$ cat src/rtl/ka58_seq_pkg.sv
// Shared types and helpers for the sequential 58x58 carry-less Karatsuba multiplier.
// Combinational only; no handshake or backpressure of its own.
package ka_pkg;
    localparam int N  = 58;
    localparam int H  = 29;
    localparam int PW = 2 * H - 1;
    localparam int OW = 2 * N - 1;

    typedef enum logic [2:0] {IDLE, HI, LO, MID, DONE} ka_state_t;

    typedef struct packed {
        logic [N-1:0] a;
        logic [N-1:0] b;
    } opnd_t;

    // Middle term of the Karatsuba fold lands at x^H; T0^T1 removes the high/low cross terms.
    function automatic logic [OW-1:0] ka_combine(input logic [PW-1:0] t0,
                                                 input logic [PW-1:0] t1,
                                                 input logic [PW-1:0] t2);
        return {t1, {N{1'b0}}} ^ {{H{1'b0}}, t0 ^ t1 ^ t2, {H{1'b0}}} ^ {{N{1'b0}}, t0};
    endfunction

    function automatic logic [28:0] clmul15(input logic [14:0] x, input logic [14:0] y);
        logic [28:0] r;
        r = '0;
        for (int i = 0; i < 15; i++) begin
            if (y[i]) r = r ^ ({14'b0, x} << i);
        end
        return r;
    endfunction
endpackage

$ cat src/rtl/ka58_seq_if.sv
// Operand/result stream bundle; master is the producer+consumer side, slave is the multiplier.
// Plain wires, zero latency; backpressure is carried by in_ready/out_ready.
interface ka58_seq_if;
    import ka_pkg::*;

    logic          in_valid;
    logic          in_ready;
    logic [N-1:0]  in_a;
    logic [N-1:0]  in_b;
    logic          out_valid;
    logic          out_ready;
    logic [OW-1:0] out_p;
    logic          busy;

    modport master (
        output in_valid, in_a, in_b, out_ready,
        input  in_ready, out_valid, out_p, busy
    );

    modport slave (
        input  in_valid, in_a, in_b, out_ready,
        output in_ready, out_valid, out_p, busy
    );
endinterface

$ cat src/rtl/ka58_seq_ka29.sv
// 29x29 carry-less multiply core, one Karatsuba level over 15/14-bit halves.
// Purely combinational (0 cycles); no handshake, no backpressure.
module KA29
    import ka_pkg::*;
(
    input  logic [28:0] a,
    input  logic [28:0] b,
    output logic [56:0] p
);
    logic [14:0] al, ah, bl, bh;
    logic [28:0] ll, hh, mm, mid;

    assign al = a[14:0];
    assign ah = {1'b0, a[28:15]};
    assign bl = b[14:0];
    assign bh = {1'b0, b[28:15]};

    assign ll  = clmul15(al, bl);
    assign hh  = clmul15(ah, bh);
    assign mm  = clmul15(al ^ ah, bl ^ bh);
    assign mid = mm ^ ll ^ hh;

    assign p = ({28'b0, hh} << 30) ^ ({28'b0, mid} << 15) ^ {28'b0, ll};
endmodule

$ cat src/rtl/ka58_seq.sv
// 58x58 GF(2) multiplier sharing one KA29 core over HI/LO/MID; 3 cycles accept->out_valid, II 4.
// Holds result, T registers and state while out_valid && !out_ready; in_ready sees out_ready combinationally.
module ka58_seq #(
    parameter int N = 58,
    parameter int H = 29
) (
    input  logic       clk,
    input  logic       rst_n,
    ka58_seq_if.slave  bus
);
    import ka_pkg::*;

    if (N != 58 || H != N / 2) begin : g_width_check
        $error("ka58_seq supports only N=58, H=29");
    end

    ka_state_t     state;
    opnd_t         opnd;
    logic [PW-1:0] t0;
    logic [PW-1:0] t1;
    logic [PW-1:0] core_p;
    logic [H-1:0]  core_a;
    logic [H-1:0]  core_b;
    logic [OW-1:0] out_p;
    logic          out_valid;
    logic          busy;
    logic          in_ready;
    logic          accept;

    // Idle states drive zero into the core to keep it quiet.
    always_comb begin
        core_a = '0;
        core_b = '0;
        case (state)
            HI: begin
                core_a = opnd.a[N-1:H];
                core_b = opnd.b[N-1:H];
            end
            LO: begin
                core_a = opnd.a[H-1:0];
                core_b = opnd.b[H-1:0];
            end
            MID: begin
                core_a = opnd.a[N-1:H] ^ opnd.a[H-1:0];
                core_b = opnd.b[N-1:H] ^ opnd.b[H-1:0];
            end
            default: ;
        endcase
    end

    KA29 u_core (
        .a (core_a),
        .b (core_b),
        .p (core_p)
    );

    assign in_ready = (state == IDLE) || (state == DONE && bus.out_ready);
    assign accept   = bus.in_valid && in_ready;

    always_ff @(posedge clk or negedge rst_n) begin
        if (!rst_n) begin
            state     <= IDLE;
            opnd      <= '0;
            t0        <= '0;
            t1        <= '0;
            out_p     <= '0;
            out_valid <= 1'b0;
            busy      <= 1'b0;
        end else begin
            case (state)
                IDLE: begin
                    if (accept) begin
                        opnd  <= '{a: bus.in_a, b: bus.in_b};
                        state <= HI;
                        busy  <= 1'b1;
                    end
                end
                HI: begin
                    t1    <= core_p;
                    state <= LO;
                end
                LO: begin
                    t0    <= core_p;
                    state <= MID;
                end
                MID: begin
                    out_p     <= ka_combine(t0, t1, core_p);
                    out_valid <= 1'b1;
                    state     <= DONE;
                end
                DONE: begin
                    if (bus.out_ready) begin
                        out_valid <= 1'b0;
                        if (accept) begin
                            opnd  <= '{a: bus.in_a, b: bus.in_b};
                            state <= HI;
                        end else begin
                            state <= IDLE;
                            busy  <= 1'b0;
                        end
                    end
                end
                default: begin
                    state     <= IDLE;
                    out_valid <= 1'b0;
                    busy      <= 1'b0;
                end
            endcase
        end
    end

    assign bus.in_ready  = in_ready;
    assign bus.out_valid = out_valid;
    assign bus.out_p     = out_p;
    assign bus.busy      = busy;
endmodule

$ cat src/flat_wrapper.sv
// flat-port wrapper written by rule: the top's interface ports become plain ports
module ka58_seq_flat import ka_pkg::*;
#(
    parameter int N = 58,
    parameter int H = 29
)
  (clk, rst_n, bus_in_valid, bus_in_a, bus_in_b, bus_out_ready, bus_in_ready, bus_out_valid, bus_out_p, bus_busy);
  ka58_seq_if bus_i ();
  input  logic clk;
  input  logic rst_n;
  input wire logic [$bits(bus_i.in_valid)-1:0] bus_in_valid;
  input wire logic [$bits(bus_i.in_a)-1:0] bus_in_a;
  input wire logic [$bits(bus_i.in_b)-1:0] bus_in_b;
  input wire logic [$bits(bus_i.out_ready)-1:0] bus_out_ready;
  output wire logic [$bits(bus_i.in_ready)-1:0] bus_in_ready;
  output wire logic [$bits(bus_i.out_valid)-1:0] bus_out_valid;
  output wire logic [$bits(bus_i.out_p)-1:0] bus_out_p;
  output wire logic [$bits(bus_i.busy)-1:0] bus_busy;
  assign bus_i.in_valid = bus_in_valid;
  assign bus_i.in_a = bus_in_a;
  assign bus_i.in_b = bus_in_b;
  assign bus_i.out_ready = bus_out_ready;
  assign bus_in_ready = bus_i.in_ready;
  assign bus_out_valid = bus_i.out_valid;
  assign bus_out_p = bus_i.out_p;
  assign bus_busy = bus_i.busy;
  ka58_seq #(.N(N), .H(H)) u_core (.clk(clk), .rst_n(rst_n), .bus(bus_i));
endmodule
$ cat config.mk
export PLATFORM = sky130hd
export DESIGN_NAME = ka58_seq_flat
export DESIGN_NICKNAME = d
export VERILOG_FILES = /design/src/rtl/ka58_seq_pkg.sv /design/src/rtl/ka58_seq_if.sv /design/src/rtl/ka58_seq_ka29.sv /design/src/rtl/ka58_seq.sv /design/src/flat_wrapper.sv
export SDC_FILE = /design/constraint.sdc
export NUM_CORES = 1
export LEC_CHECK = 0
export ABC_AREA = 1
export CAP_MARGIN = 20
export CORE_MARGIN = 2
export CORE_UTILIZATION = 58
export DETAILED_ROUTE_END_ITERATION = 12
export GPL_TIMING_DRIVEN = 0
export PLACE_DENSITY = 0.77
export SYNTH_ARGS = -nofsm -noshare
export SYNTH_HDL_FRONTEND = slang
export SYNTH_SLANG_ARGS = --single-unit
$ cat constraint.sdc
create_clock -name clk -period 3.1 [get_ports clk]
set_input_delay 0.775 -clock clk [delete_from_list [all_inputs] [get_ports clk]]
set_output_delay 0.775 -clock clk [all_outputs]
set_load 0.005 [all_outputs]
==> results.py, run 1 <==
metrics = {
    "synthesis": {
        "synth_top_flop_cell": "sky130_fd_sc_hd__dfrtp_1",
        "postSynthCellCount": 3926,
        "netlist.top_cell.by_area": "sky130_fd_sc_hd__dfrtp_1",
        "synthTopCellsByArea": "sky130_fd_sc_hd__dfrtp_1 32%, sky130_fd_sc_hd__nand2_1 24%, sky130_fd_sc_hd__xnor2_1 11%",
        "synth_seq_cells": 350,
        "seq_area_frac_synth": 0.319,
        "postSynthAreaPerCell_um2": 7.00,
        "netlist-cell-type-count": 40,
        "mappedNetlistArea_um2": 27500,
        "syn_nets": 4046,
        "yosysTopAreaCellShare": 0.319,
        "proportion_of_register_bits_with_asynchronous_set_or_reset_after_synthesis": 1.00,
        "synth_warnings": 0,
        "synth_enable_flop_cells": 0,
    },
    "timing": {
        "globalroute.repair_timing.worst_endpoint": "u_core.bus.out_p[69]$_DFFE_PN0N_/D",
        "worstEndpointType": "register input",
    },
    "die": {
        "ios": 238,
        "die_width_um": 222,
        "initial_utilization": 0.589,
        "die_y_um": 222,
        "rows": 79,
    },
    "clock_network": {
        "tritoncts.num_buffers": 40,
        "cts.hold.buffers_added": 0,
        "clockRootBuffer": "sky130_fd_sc_hd__clkbuf_16",
        "cts-htree-levels": 2,
        "cts-root-to-sink-buffers": 3,
        "clock_sinks": 350,
    },
    "placed_design": {
        "setup_ws_pre_cts_ns": -0.894,
        "routabilityCongestion": 1.05,
        "place.detailed.hpwl_um": 73500,
        "io_buffer_count": 237,
    },
    "run_status": {
        "failing_step": "global routing",
        "error_line": "[ERROR GRT-0232] Routing congestion too high. Check the congestion heatmap in the GUI.",
        "status": "did not finish",
    },
    "global_routing": {
        "grt_overflow": 3,
        "largest_net_degree_at_the_start_of_global_routing": 127,
        "track_usage": 0.698,
    },
}
[Yosys cell counts (5+ instances only)]
cell                       instances
sky130_fd_sc_hd__nand2_1        1723
sky130_fd_sc_hd__dfrtp_1         350
sky130_fd_sc_hd__xnor2_1         333
sky130_fd_sc_hd__inv_1           300
sky130_fd_sc_hd__xor2_1          295
sky130_fd_sc_hd__o21ai_0         241
sky130_fd_sc_hd__nand3_1         190
sky130_fd_sc_hd__nor2_1          103
sky130_fd_sc_hd__clkbuf_1         65
sky130_fd_sc_hd__buf_2            53
sky130_fd_sc_hd__nand3_2          34
sky130_fd_sc_hd__buf_6            27
sky130_fd_sc_hd__buf_4            25
sky130_fd_sc_hd__o21ai_1          22
sky130_fd_sc_hd__nand3_4          21
sky130_fd_sc_hd__nand3b_1         21
sky130_fd_sc_hd__nand2_2          20
sky130_fd_sc_hd__or2_2            17
sky130_fd_sc_hd__xor2_2           17
sky130_fd_sc_hd__buf_1            10
sky130_fd_sc_hd__xnor2_2          10
sky130_fd_sc_hd__or2_1             8
sky130_fd_sc_hd__nand4_1           7
sky130_fd_sc_hd__a31oi_1           5
[per-layer routing]
layer  GRT overflow  GRT usage
met3              0      0.583
met2              2      0.865
met5              0      0.293
met1              0      0.683
met4              1      0.659
[per-stage QoR]
step,cell area (µm²),instances
after CTS,37500,5093
after detailed placement,30700,4772
after global placement,30600,4770
after floorplan,27500,3926
[repair_timing]
item / 4_1_cts
endpoints found under the setup margin: 142
pin swaps: 268
cloned: 16
setup buffers: 238
resized for setup: 705
[logic make-up after synthesis]
kind of cell / count (synthesis) / share of synthesized area
AND/OR/NAND/NOR: 2155 / 0.331
XOR/XNOR: 658 / 0.219
buffers and inverters: 486 / 0.0802
flip-flops: 350 / 0.319
AO/OA/AOI/OAI: 277 / 0.0516
==> run 2, diff against run 1 <==
CORE_UTILIZATION = 40   (was 58)
PLACE_DENSITY = default   (was 0.77)
PLACE_DENSITY_LB_ADDON = 0.15   (was default)
==> run 2 against run 1 <==
- the flow now finishes, with violations (negative setup slack)
- synthesized area did not move
- synthesized cell count did not move
==> results.py, run 2 <==
metrics = {
    "clock_network": {
        "clock_tree_from_tritoncts": "built",
        "tritoncts.num_buffers": 42,
        "clock_sinks": 350,
        "clk_pin_slew_ns": 0.06,
        "clockRootBuffer": "sky130_fd_sc_hd__clkbuf_16",
        "cts-root-to-sink-buffers": 3,
        "insertion_delay_ns": 0.60,
        "cts-htree-levels": 2,
    },
    "global_routing": {
        "largest_net_degree_at_the_start_of_global_routing": 116,
        "initial_antenna_violation_count": 0,
        "most_used_routing_layer": "met2",
        "use_met2": 0.495,
        "wire_length_of_the_first_global_routing_pass_um": 163000,
        "first_global_vias": 26400,
        "grt_overflow": 0,
        "grt_use_met3": 0.0433,
        "track_usage": 0.306,
        "grt.met1_usage": 0.386,
    },
    "synthesis": {
        "yosysMostFrequentCell": "sky130_fd_sc_hd__nand2_1",
        "synthTopCellsByCount": "1,723 x sky130_fd_sc_hd__nand2_1, 350 x sky130_fd_sc_hd__dfrtp_1, 333 x sky130_fd_sc_hd__xnor2_1, 300 x sky130_fd_sc_hd__inv_1, 295 x sky130_fd_sc_hd__xor2_1",
        "synth_seq_cells": 350,
        "synth_enable_flop_cells": 0,
        "postSynthAreaPerCell_um2": 7.00,
        "synth_top_flop_cell": "sky130_fd_sc_hd__dfrtp_1",
        "netlist-cell-type-count": 40,
        "yosysTopAreaCellShare": 0.319,
        "mappedNetlistArea_um2": 27500,
        "seq_area_frac_synth": 0.319,
        "synthTopCellsByArea": "sky130_fd_sc_hd__dfrtp_1 32%, sky130_fd_sc_hd__nand2_1 24%, sky130_fd_sc_hd__xnor2_1 11%",
        "proportion_of_register_bits_with_asynchronous_set_or_reset_after_synthesis": 1.00,
        "synth_warnings": 0,
        "netlist.top_cell.by_area": "sky130_fd_sc_hd__dfrtp_1",
        "syn_nets": 4046,
        "postSynthCellCount": 3926,
    },
    "job": {
        "maxCapViolCount": 0,
    },
    "timing": {
        "hold-worst-slack_ns": 0.0292,
        "finalClockSkew_ns": 0.0352,
        "timing_hold_violations_final": 0,
        "final.setup.worst_slack_ns": -0.412,
        "report.final.slew_viol_count": 0,
        "period_minus_slack_ns": 3.51,
        "max_freq_mhz": 285,
        "setup_violations": 92,
        "worst_slew_margin_rel": 0.462,
        "period_share": 1.13,
        "max_slew.worst_pin.slew_ns": 0.807,
        "grt_setup_unrepaired": "yes",
    },
    "routing": {
        "vias_per_cell": 5.22,
        "drt_pass1_iterations": 6,
        "ant_nets": 0,
        "drt_drc_violations_left": 0,
        "initial_drc_count": 2719,
        "detail_route.wirelength_um": 114000,
        "detailroute.via_count": 28200,
        "post_drt_wl_per_cell_um": 21.0,
    },
    "die": {
        "die_width_um": 266,
        "initial_utilization": 0.402,
        "ios": 238,
        "dieArea_um2": 70800,
        "rows": 96,
        "core_area_um2": 68300,
        "die_y_um": 266,
    },
    "final_layout": {
        "mostFrequentLayoutCell": "sky130_fd_sc_hd__nand2_1",
        "final_net_count": 4612,
        "mostFrequentLayoutCells": "1,550 x sky130_fd_sc_hd__nand2_1, 348 x sky130_fd_sc_hd__dfrtp_1, 286 x sky130_fd_sc_hd__inv_1",
        "largest_registers": "u_core.opnd: 116 flops, u_core.bus.out_p: 115 flops",
        "layout-area-overhead-vs-synth_pct": 41.7,
        "largest_register_ff_count": 116,
        "final_cells": 5403,
        "antennaDiodeCount": 0,
        "fraction_of_layout_instances_using_a_drive_strength_above_1": 0.228,
        "top_register": "u_core.opnd",
    },
    "placed_design": {
        "io_buffer_count": 237,
        "place.detailed.hpwl_um": 79400,
        "setup_ws_pre_cts_ns": -1.08,
        "routabilityCongestion": 0.989,
        "dpl.cell_count": 5048,
    },
    "hold_path": {
        "holdCritPathClass": "input pin to async pin",
    },
    "run_status": {
        "violations": "negative setup slack",
        "status": "finished with violations",
    },
    "setup_path": {
        "worstSetupPathType": "flop to flop",
        "worstRegToRegCells": 25,
        "startpoint_type": "flop",
        "crit_fanout": 6,
        "worstSetupEndpointType": "flop",
        "worst_ep_required_time_ns": 3.55,
        "worst-r2r-setup-slack_ns": -0.41,
        "regToRegStartpoint": "u_core.state[2]",
        "r2r_end": "u_core.bus.out_p[57]",
        "cp_data_arrival_time_ns": 3.96,
    },
}
[run 2: how the worst max path moves through the flow]
stage               startpoint              endpoint  slack, ns
2_1_floorplan  u_core.state[2]  u_core.bus.out_p[62]       0.32
3_3_place_gp             rst_n       u_core.opnd[65]     -14.67
3_5_place_dp   u_core.state[2]  u_core.bus.out_p[69]      -1.08
4_1_cts        u_core.state[2]  u_core.bus.out_p[60]      -0.23
5_1_grt        u_core.state[2]  u_core.bus.out_p[57]      -0.50
6_report       u_core.state[2]  u_core.bus.out_p[57]      -0.41
[run 2: critical path: stages (launching register included)]
cell and delay [ns]:
sky130_fd_sc_hd__dfrtp_2 0.46, sky130_fd_sc_hd__buf_4 0.17, sky130_fd_sc_hd__nor2_4 0.16, sky130_fd_sc_hd__buf_12 0.14, sky130_fd_sc_hd__buf_8 0.12, sky130_fd_sc_hd__nand3_1 0.11
sky130_fd_sc_hd__nand3_4 0.21, sky130_fd_sc_hd__xor2_4 0.32, sky130_fd_sc_hd__buf_6 0.16, sky130_fd_sc_hd__nand2_1 0.10, sky130_fd_sc_hd__inv_1 0.10, sky130_fd_sc_hd__nand2_2 0.07
sky130_fd_sc_hd__nand2_1 0.10, sky130_fd_sc_hd__nand2_2 0.08, sky130_fd_sc_hd__nand2_1 0.09, sky130_fd_sc_hd__nand2_2 0.09, sky130_fd_sc_hd__nand2_1 0.09, sky130_fd_sc_hd__nand2_2 0.11
sky130_fd_sc_hd__nand3_1 0.14, sky130_fd_sc_hd__nand3_1 0.10, sky130_fd_sc_hd__nand2_1 0.10, sky130_fd_sc_hd__nand2_2 0.08, sky130_fd_sc_hd__nand2_2 0.09, sky130_fd_sc_hd__nand2_1 0.05
sky130_fd_sc_hd__nand3_1 0.07, sky130_fd_sc_hd__nand2_1 0.05
[run 2: cell families (layout without fill, tap and decap cells)]
group | count (synthesis) | count (layout) | share of synthesized area
and+or+nand+nor | 2155 | 2159 | 0.331
xor gates and xnor gates | 658 | 658 | 0.219
buffers and inverters | 486 | 1077 | 0.0802
DFF | 350 | 350 | 0.319
AOI/OAI and AO/OA | 277 | 277 | 0.0516
[run 2: per-stage QoR]
step / utilization / setup TNS, ns / area, µm²
2_1_floorplan: - / 0 / 27500
3_3_place_gp: 0.453 / -5206.43 / 31000
3_5_place_dp: 0.454 / -91.10 / 31100
4_1_cts: 0.539 / -7.84 / 36900
5_1_grt: 0.570 / -27.85 / 39000
6_report: 0.570 / -17.79 / 39000
[run 2: timing repair]
action	in CTS	in global routing
gates resized for setup	522	317
endpoints found under the setup margin	228	121
hold buffers	0	0
gates cloned	11	8
buffers inserted	195	72
pin swaps	140	199
[run 2: final cells by class]
cell class / instances / area [µm²]
inverter: 305 / 1150
sequential: 350 / 8760
clock inverter: 12 / 188
timing repair buffer: 520 / 5350
multi-input combinational: 3094 / 19500
tap: 882 / 1100
buffer: 179 / 1680
fill: 6214 / 29400
clock buffer: 61 / 1210
[run 2: routing by layer]
metal,part of all wire,vias to the layer above,wire (µm)
met5,0,-,0
met4,0.078,0,8910
met3,0.086,424,9770
met2,0.45,1448,51400
met1,0.38,13300,43500
li1,-,13100,-
Power of run 2 is not shown: default switching activity piles up to over one toggle a cycle in this logic, so the estimate is an artifact.
==> run 3, diff against run 2 <==
CELL_PAD_IN_SITES_DETAIL_PLACEMENT = 1   (was default)
CELL_PAD_IN_SITES_GLOBAL_PLACEMENT = 1   (was default)
==> run 3 against run 2 <==
- the run still ends with negative setup slack left
- non-clock buffer count increased by 18
- register-to-register slack got worse by 0.46 ns
- maximum frequency decreased by 12%
- die area unchanged
- design area about the same
- sequential share of layout area about the same
- largest cell class unchanged
- highest routed layer unchanged
==> results.py, run 3 (synthesis results as in run 2) <==
metrics = {
    "setup_path": {
        "cp_data_arrival_time_ns": 4.45,
        "worst-r2r-setup-slack_ns": -0.88,
        "worstRegToRegCells": 29,
        "crit_fanout": 10,
        "crit_slowest_cell": "sky130_fd_sc_hd__dfrtp_2",
        "path_buf_inv": 7,
        "regToRegStartpoint": "u_core.state[2]",
        "worstSetupPathType": "flop to flop",
        "worstSetupEndpointType": "flop",
        "worst_ep_required_time_ns": 3.57,
        "r2r_end": "u_core.bus.out_p[59]",
        "path_delay_family": "simple AND/OR/NAND/NOR gates",
        "cp_slowest_stage_delay_ns": 0.46,
        "startpoint_type": "flop",
        "critPathMostFrequentCell": "sky130_fd_sc_hd__nand2_1",
    },
    "timing": {
        "max_freq_mhz": 251,
        "finalClockSkew_ns": 0.0519,
        "max_slew.worst_pin.slew_ns": 0.889,
        "report.final.slew_viol_count": 0,
        "worst_slew_margin_rel": 0.407,
        "hold-worst-slack_ns": 0.189,
        "period_minus_slack_ns": 3.98,
        "grt_setup_unrepaired": "yes",
        "period_share": 1.28,
        "timing_hold_violations_final": 0,
        "setup_violations": 139,
        "final.setup.worst_slack_ns": -0.877,
    },
    "clock_network": {
        "tritoncts.num_buffers": 43,
        "cts-root-to-sink-buffers": 3,
        "clk_pin_slew_ns": 0.06,
        "clock_tree_from_tritoncts": "built",
        "cts-htree-levels": 2,
        "clockRootBuffer": "sky130_fd_sc_hd__clkbuf_16",
        "cts.hold.buffers_added": 0,
        "insertion_delay_ns": 0.62,
        "clock_sinks": 350,
    },
    "final_layout": {
        "top_register": "u_core.opnd",
        "final_net_count": 4629,
        "largest_registers": "u_core.opnd: 116 flops, u_core.bus.out_p: 115 flops",
        "largest_register_ff_count": 116,
        "fraction_of_layout_instances_using_a_drive_strength_above_1": 0.231,
        "layout-area-overhead-vs-synth_pct": 41.8,
        "mostFrequentLayoutCells": "1,554 x sky130_fd_sc_hd__nand2_1, 348 x sky130_fd_sc_hd__dfrtp_1, 289 x sky130_fd_sc_hd__inv_1",
        "mostFrequentLayoutCell": "sky130_fd_sc_hd__nand2_1",
    },
    "die": {
        "die_width_um": 266,
        "core_area_um2": 68300,
        "ios": 238,
        "initial_utilization": 0.402,
        "rows": 96,
        "dieArea_um2": 70800,
        "die_y_um": 266,
    },
    "routing": {
        "detailroute.via_count": 30600,
        "post_drt_wl_per_cell_um": 26.3,
        "initial_drc_count": 2737,
        "detail_route.wirelength_um": 142000,
        "ant_nets": 0,
        "vias_per_cell": 5.63,
        "drt_drc_violations_left": 0,
        "drt_pass1_iterations": 5,
    },
    "placed_design": {
        "io_buffer_count": 237,
        "place.detailed.hpwl_um": 87800,
        "routabilityCongestion": 0.948,
    },
    "job": {
        "maxCapViolCount": 0,
    },
    "global_routing": {
        "grt_overflow": 0,
        "track_usage": 0.344,
        "wire_length_of_the_first_global_routing_pass_um": 183000,
        "largest_net_degree_at_the_start_of_global_routing": 103,
        "initial_antenna_violation_count": 2,
        "first_global_vias": 29400,
    },
    "run_status": {
        "status": "finished with violations",
        "violations": "negative setup slack",
    },
    "hold_path": {
        "holdCritPathClass": "input pin to async pin",
    },
}
-- run 3: cell count changes in the layout (fill, tap and decap cells not counted), moves of 14 or more --
cell and change:
sky130_fd_sc_hd__nand3_2 -15, sky130_fd_sc_hd__nand3_1 +17, sky130_fd_sc_hd__o21ai_0 +14, sky130_fd_sc_hd__buf_6 -24
sky130_fd_sc_hd__buf_4 +52, sky130_fd_sc_hd__o21ai_1 -17
-- run 3: per-layer routing --
layer | vias to the layer above | global-route usage | routed length (µm)
met5 | - | 0 | 0
met4 | 0 | 0.221 | 12800
met3 | 713 | 0.0433 | 13200
met2 | 1744 | 0.578 | 65400
met1 | 15000 | 0.417 | 51100
li1 | 13100 | - | -
-- run 3: worst max path at each step --
stage | endpoint | from | slack, ns | cells past startpoint
final | u_core.bus.out_p[59] | u_core.state[2] | -0.88 | 29
after global routing | u_core.bus.out_p[59] | u_core.state[2] | -0.99 | 29
after global placement | u_core.opnd[72] | rst_n | -14.62 | 1
after CTS | u_core.bus.out_p[64] | u_core.state[0] | -0.32 | 22
after detailed placement | u_core.bus.out_p[69] | u_core.state[2] | -1.16 | 16
after floorplan | u_core.bus.out_p[62] | u_core.state[2] | 0.32 | 19
-- run 3: worst reg2reg max path, delay by kind of cell, from the launching register on --
kind,cells,cell delay [ns]
buf+inv,7,0.83
flops,1,0.46
simple gates,22,2.58
-- run 3: layout make-up --
type / count / area, µm²
Multi-Input combinational cell: 3092 / 19600
Antenna cell: 3 / 7.51
Clock buffer: 61 / 1230
Fill cell: 8313 / 29400
Timing Repair Buffer: 538 / 5310
Sequential cell: 350 / 8760
Clock inverter: 15 / 178
Inverter: 305 / 1160
Tap cell: 882 / 1100
Buffer: 179 / 1650
-- run 3: what timing repair did --
item	CTS	global route
gates resized for setup	443	359
setup buffers	167	121
endpoints found under the setup margin	241	150
cloned	6	9
pin swaps	144	172
-- run 3: metrics by stage --
step                instances  setup slack [ns]  instance area, µm²   TNS, ns   util
finish                   5425            -0.877               39000    -49.08  0.570
global route             5422            -0.989               39000    -60.74  0.570
CTS                      5297            -0.323               36300    -16.99  0.531
detailed placement       5048             -1.16               31100   -119.87  0.454
global placement         5045            -14.62               31000  -5199.97  0.453
floorplan                3926             0.317               27500         0      -
Power of run 3 is left out for the same reason.
